File: src/rtl/note_scheduler_if.sv
// Chart ROM bus and do/ka ring-control bus of the note scheduler.
// master = scheduler side, slave = ROM / ring-control side.
interface note_scheduler_if #(
  parameter int ADDR_W = 10
);
  logic [ADDR_W-1:0] chart_addr;
  logic [15:0]       chart_data;
  logic [1:0]        request;
  logic              do_retire;
  logic              ka_retire;

  modport master (
    output chart_addr, request,
    input  chart_data, do_retire, ka_retire
  );

  modport slave (
    input  chart_addr, request,
    output chart_data, do_retire, ka_retire
  );
endinterface

File: src/rtl/note_scheduler.sv
// Chart-driven do/ka spawn sequencer with per-lane occupancy tracking.
// Define NOTE_SCHED_LOOP_EN to replay the chart forever instead of stopping in DONE.
module note_scheduler #(
  parameter int ADDR_W = 10,
  parameter int DEPTH  = 8,
  parameter int DLY_W  = 14
) (
  input  logic                   clk,
  input  logic                   rst,
  input  logic                   vsync,
  input  logic                   start,
  input  logic                   stop,
  input  logic                   pause,
  note_scheduler_if.master       bus,
  output logic                   busy,
  output logic                   done,
  output logic [3:0]             do_occ,
  output logic [3:0]             ka_occ,
  output logic [7:0]             drop_cnt
);

  typedef enum logic [2:0] {IDLE, FETCH, LOAD, WAIT, DONE} state_t;

  localparam logic [ADDR_W-1:0] ADDR_MAX = '1;
  localparam logic [3:0]        FULL_OCC = 4'(DEPTH);

  state_t            state_q, state_d;
  logic [ADDR_W-1:0] addr_q, addr_d;
  logic [1:0]        typ_q, typ_d;
  logic [DLY_W-1:0]  dly_q, dly_d;
  logic              issue, chart_end, loop_evt, start_ok;
  logic [1:0]        full, drops;
  logic [8:0]        drop_sum;

  assign full  = {ka_occ == FULL_OCC, do_occ == FULL_OCC};
  assign drops = issue ? (typ_q & full) : 2'b00;
  assign bus.request = issue ? (typ_q & ~full) : 2'b00;
  assign bus.chart_addr = addr_q;
  assign start_ok = start && !stop && (state_q == IDLE || state_q == DONE);
  assign drop_sum = {1'b0, drop_cnt} + 9'(drops[0]) + 9'(drops[1]);

  // NOTE: every always_comb output gets a default first, so no path can infer a latch.
  always_comb begin
    state_d   = state_q;
    addr_d    = addr_q;
    typ_d     = typ_q;
    dly_d     = dly_q;
    issue     = 1'b0;
    chart_end = 1'b0;
    loop_evt  = 1'b0;
    unique case (state_q)
      IDLE, DONE: if (start) begin
        addr_d  = '0;
        state_d = FETCH;
      end
      FETCH: state_d = LOAD;
      LOAD: begin
        typ_d = bus.chart_data[15:14];
        if (bus.chart_data[15:14] == 2'b00) begin
          chart_end = 1'b1;
        end else begin
          dly_d   = bus.chart_data[DLY_W-1:0];
          state_d = WAIT;
        end
      end
      WAIT: if (vsync && !pause) begin
        if (dly_q == '0) begin
          issue = 1'b1;
          if (addr_q == ADDR_MAX) begin
            chart_end = 1'b1;
          end else begin
            addr_d  = addr_q + 1'b1;
            state_d = FETCH;
          end
        end else begin
          dly_d = dly_q - 1'b1;
        end
      end
      default: state_d = IDLE;
    endcase

    if (chart_end) begin
`ifdef NOTE_SCHED_LOOP_EN
      addr_d   = '0;
      state_d  = FETCH;
      loop_evt = 1'b1;
`else
      state_d  = DONE;
`endif
    end

    // Abort wins over everything, including an issue in the same vsync cycle.
    if (stop) begin
      state_d  = IDLE;
      issue    = 1'b0;
      loop_evt = 1'b0;
    end
  end

  // Issue and retire in the same cycle cancel; retire on an empty lane is ignored.
  function automatic logic [3:0] occ_next(input logic [3:0] occ, input logic inc,
                                          input logic dec);
    if (inc && !dec)                    return occ + 4'd1;
    else if (dec && !inc && occ != '0)  return occ - 4'd1;
    else                                return occ;
  endfunction

  // NOTE: sequential state uses <= only, so every flop samples pre-edge values.
  always_ff @(posedge clk) begin
    // NOTE: synchronous reset covers every register here; there is no memory array to leave unreset.
    if (!rst) begin
      state_q  <= IDLE;
      addr_q   <= '0;
      typ_q    <= '0;
      dly_q    <= '0;
      busy     <= 1'b0;
      done     <= 1'b0;
      do_occ   <= '0;
      ka_occ   <= '0;
      drop_cnt <= '0;
    end else begin
      state_q  <= state_d;
      addr_q   <= addr_d;
      typ_q    <= typ_d;
      dly_q    <= dly_d;
      busy     <= (state_d != IDLE) && (state_d != DONE);
`ifdef NOTE_SCHED_LOOP_EN
      done     <= loop_evt;
`else
      done     <= (state_d == DONE) && (state_q != DONE);
`endif
      do_occ   <= occ_next(do_occ, bus.request[0], bus.do_retire);
      ka_occ   <= occ_next(ka_occ, bus.request[1], bus.ka_retire);
      if (start_ok)               drop_cnt <= '0;
      else if (drop_sum > 9'd255) drop_cnt <= 8'hFF;
      else                        drop_cnt <= drop_sum[7:0];
    end
  end

endmodule

File: src/flat_wrapper.sv
// flat-port wrapper written by rule: the top's interface ports become plain ports
module note_scheduler_flat 
#(
  parameter int ADDR_W = 10,
  parameter int DEPTH  = 8,
  parameter int DLY_W  = 14
)
  (clk, rst, vsync, start, stop, pause, busy, done, do_occ, ka_occ, drop_cnt, bus_chart_addr, bus_request, bus_chart_data, bus_do_retire, bus_ka_retire);
  note_scheduler_if #(.ADDR_W(ADDR_W)) bus_i ();
  input  logic clk;
  input  logic rst;
  input  logic vsync;
  input  logic start;
  input  logic stop;
  input  logic pause;
  output logic busy;
  output logic done;
  output logic [3:0] do_occ;
  output logic [3:0] ka_occ;
  output logic [7:0] drop_cnt;
  output wire logic [$bits(bus_i.chart_addr)-1:0] bus_chart_addr;
  output wire logic [$bits(bus_i.request)-1:0] bus_request;
  input wire logic [$bits(bus_i.chart_data)-1:0] bus_chart_data;
  input wire logic [$bits(bus_i.do_retire)-1:0] bus_do_retire;
  input wire logic [$bits(bus_i.ka_retire)-1:0] bus_ka_retire;
  assign bus_chart_addr = bus_i.chart_addr;
  assign bus_request = bus_i.request;
  assign bus_i.chart_data = bus_chart_data;
  assign bus_i.do_retire = bus_do_retire;
  assign bus_i.ka_retire = bus_ka_retire;
  note_scheduler #(.ADDR_W(ADDR_W), .DEPTH(DEPTH), .DLY_W(DLY_W)) u_core (.clk(clk), .rst(rst), .vsync(vsync), .start(start), .stop(stop), .pause(pause), .bus(bus_i), .busy(busy), .done(done), .do_occ(do_occ), .ka_occ(ka_occ), .drop_cnt(drop_cnt));
endmodule
File: config.mk
export PLATFORM = sky130hd
export DESIGN_NAME = note_scheduler_flat
export DESIGN_NICKNAME = d
export VERILOG_FILES = /design/src/rtl/note_scheduler_if.sv /design/src/rtl/note_scheduler.sv /design/src/flat_wrapper.sv
export SDC_FILE = /design/constraint.sdc
export NUM_CORES = 1
export LEC_CHECK = 0
export ABC_AREA = 1
export BUFFER_PORTS_ARGS = -buffer_cell sky130_fd_sc_hd__buf_2
export CORE_ASPECT_RATIO = 2
export CORE_MARGIN = 1
export CORE_UTILIZATION = 25
export DETAILED_ROUTE_END_ITERATION = 7
export GPL_TIMING_DRIVEN = 0
export PLACE_DENSITY = 0.52
export SYNTH_ARGS = -nofsm -noshare
export SYNTH_HDL_FRONTEND = slang
export SYNTH_SLANG_ARGS = --single-unit
File: constraint.sdc
create_clock -name clk -period 2.6 [get_ports clk]
set_clock_uncertainty 0.05 [all_clocks]
set_input_delay 0.52 -clock clk [delete_from_list [all_inputs] [get_ports clk]]
set_output_delay 0.52 -clock clk [all_outputs]
set_load 0.01 [all_outputs]
==> run metrics <==
ratio of cells with drive above 1 in the final layout=0.326; number of different library cells in the post-synthesis netlist=36; unrepaired setup endpoints after global routing=true; global-route wire length before repair=13,500 um; Warnings, synthesis=0; post-synthesis cell type with the largest combined area=dfxtp_1; 1st-pass router iterations=4; Final Core Density=0.347; die extent in x=76.4 um; sequential cell area fraction in the yosys report=0.340; number of buffer and inverter stages on the critical path=0; result of the run=finished clean; worst-path cell with the longest stage delay=dfxtp_2; iteration-0 DRC count of the detailed router=126; final max-slew violation count=0; Leak Pwr=1.60 nW; most common cell in the synthesized netlist=nand2_1; max_cap viols=0; Hold Crit Class=input pin to flop; CTS max path bufs=2; remaining design rule violation count=0; area of all placed cells without fillers=3760 um^2; largest cells by area after synthesis=dfxtp_1 34%, nand2_1 9.3%, a21oi_1 7.2%; CTS tree=yes; total number of clock tree sinks=47; floorplan die height=151 um; Placed Instance Area=3210 um^2; worst slew margin relative to its limit=0.299; overall via count from detail_route=2,880; core area=10,800 um^2; combined flip-flop and latch cell area=953 um^2; critical path capture point type=flop; row count=54; Primary FF master, synth=dfxtp_1; sum of negative setup slack=0 ns; later-pin clock latency in the skew report=0.30 ns; arrival time at the worst endpoint=2.71 ns; vias per cell=4.68; worst slack on hold paths=0.438 ns; GRT Util Overall=0.149; count of flip-flops with a built-in enable after synthesis=0; # setup viols final=0; flops & latches, synth=47; number of port buffers=52; remaining global-route overflow=0; most numerous cell on the critical path=nor2_4; Async SR Flop Fraction=0; final layout net count=509; top post-synthesis cells by count=69 x nand2_1, 50 x nor2_1, 47 x dfxtp_1; total power density per cell area=584 nW/um^2; largest net degree at the start of global routing=17; initial antenna violation count=0; via count of the first global-routing pass=2,892; crit path time final=2.53 ns; die area=11,500 um^2; crit-path leading delay family=simple AND/OR/NAND/NOR gates; Max VDD drop=0.423 mV; Achievable Freq=395 MHz; count of antenna diodes in the layout=0; Hold Buf Count CTS=0; clock edge transition at the registers on the reported setup and hold paths=0.07 ns; Setup crit start kind=flop; Mean Syn Cell Area=6.98 um^2; area of combinational cells with multiple inputs=1860 um^2; routability congestion estimate from global placement=0.867; Slew @ Worst Pin=1.04 ns; area of the mapped netlist=2770 um^2; FILL cells=1,185; CTS H-Tree Depth=2; post-route ant nets=0; routed wirelength normalized by instance count=13.3 um; initial cell density of the core=0.256; area overhead of the layout relative to synthesis=35.6%; total length of routed wires=8150 um; worst setup path category=flop to flop; HPWL reported at the end of detailed placement=6200 um; crit share post-route=0.973; maximum cell stage delay along the critical path=0.34 ns; share of Yosys cell area claimed by the top area cell type=0.340; num ports=54; cell-by-cell listing of the critical path=nor2_2, nand2_2, nor2_4, nand3_2, nor2_4, nand2_4, nor3_4, fa_2, ha_4, nand3_4, nor3b_4, and2_4, nand2_8, a21oi_2; placed insts=589; cts bufs inserted=5; required arrival time at the worst endpoint=2.78 ns; net count after synthesis=432; cell at the root of the clock tree=clkbuf_16; critical path peak fanout=7; Finished Layout Cells=615; number of standard cells after synthesis=397; final hold vios=0
==> repair_timing <==
action / 4_1_cts / 5_1_grt
endpoints found under the setup margin: 10 / 10
cloned: 0 / 0
buffers inserted: 14 / 4
gates resized for setup: 45 / 20
pin swaps: 17 / 12
==> report_power, final <==
part	total (mW)	internal, mW	switching, mW
sequential	0.869	0.783	0.0863
combinational	0.659	0.274	0.385
clock	0.664	0.360	0.304
==> layout by cell type, fill, tap and decap left out, types with 3 or more instances in the layout <==
cell	instances
nand4_1	4
a21oi_1	33
clkbuf_1	3
nand2_4	5
xnor2_1	3
ha_1	4
buf_4	18
clkbuf_16	5
inv_2	7
nand2_2	7
nand2_1	62
xor2_1	7
a211oi_1	3
ha_4	4
buf_2	56
dfxtp_2	7
nor2_4	10
nand3_1	17
a31oi_1	8
nand3_2	6
nor2_2	4
o21ai_0	29
a21oi_2	6
nor3_1	6
nor2_1	45
nand3b_1	3
o21a_1	3
inv_1	42
dfxtp_1	39
==> stage by stage <==
stage,power (mW),setup slack (ns)
after CTS,2.21,-0.100
final,2.19,0.0702
after global placement,1.46,-0.518
after detailed placement,1.47,-0.661
after floorplan,1.29,0.0910
after global routing,2.36,-0.0756
==> final timing paths <==
kind | end | slack (ns) | cells past startpoint | from
worst max-delay path | u_core.drop_cnt[1]$_SDFF_PP0_ | 0.07 | 14 | u_core.dly_q[3]$_SDFFE_PN0P_
worst min-delay path | u_core.dly_q[6]$_SDFFE_PN0P_ | 0.44 | 3 | bus_chart_data[6]
worst max register to register | u_core.drop_cnt[1]$_SDFF_PP0_ | 0.07 | 14 | u_core.dly_q[3]$_SDFFE_PN0P_
worst min register to register | u_core.dly_q[12]$_SDFFE_PN0P_ | 0.44 | 2 | u_core.dly_q[12]$_SDFFE_PN0P_
==> final cells by class <==
class | count | area share
clock buffer | 5 | 0.0333
tap | 140 | 0.0466
inverter | 49 | 0.0490
sequential | 47 | 0.254
timing repair buffer | 70 | 0.105
buffer | 8 | 0.00966
clock inverter | 3 | 0.00633
multi-input combinational | 293 | 0.496
==> cells by family (layout without fill, tap and decap cells) <==
family,count (synthesis),after routing,share of synthesized area
AND/OR/NAND/NOR,182,182,0.315
AO/OA/AOI/OAI,89,89,0.173
buffers and inverters,57,135,0.0795
flip-flops,47,47,0.340
adder cells (fa/ha/maj),11,11,0.0578
XOR/XNOR,11,11,0.0348
==> tightest hold or removal path: cells and delay by family <==
family	cells	cell delay, ns
compound gates	1	0.07
buf+inv	1	0.10
simple gates	1	0.06
==> sequential cells by signal (all words and copies together), names as in the netlist <==
name,cells
u_core.done,1
u_core.dly_q,14
u_core.do_occ,4
u_core.drop_cnt,8
u_core.state_q,3
u_core.ka_occ,4
u_core.busy,1
u_core.bus.chart_addr,10
u_core.typ_q,2
==> metal layers <==
layer | global-route usage | part of all wire
met4 | 0.0865 | 0.036
met2 | 0.294 | 0.57
met3 | 0.0277 | 0.040
met5 | 0 | 0
met1 | 0.140 | 0.36
Note: power is estimated with default switching activity, not from simulation.
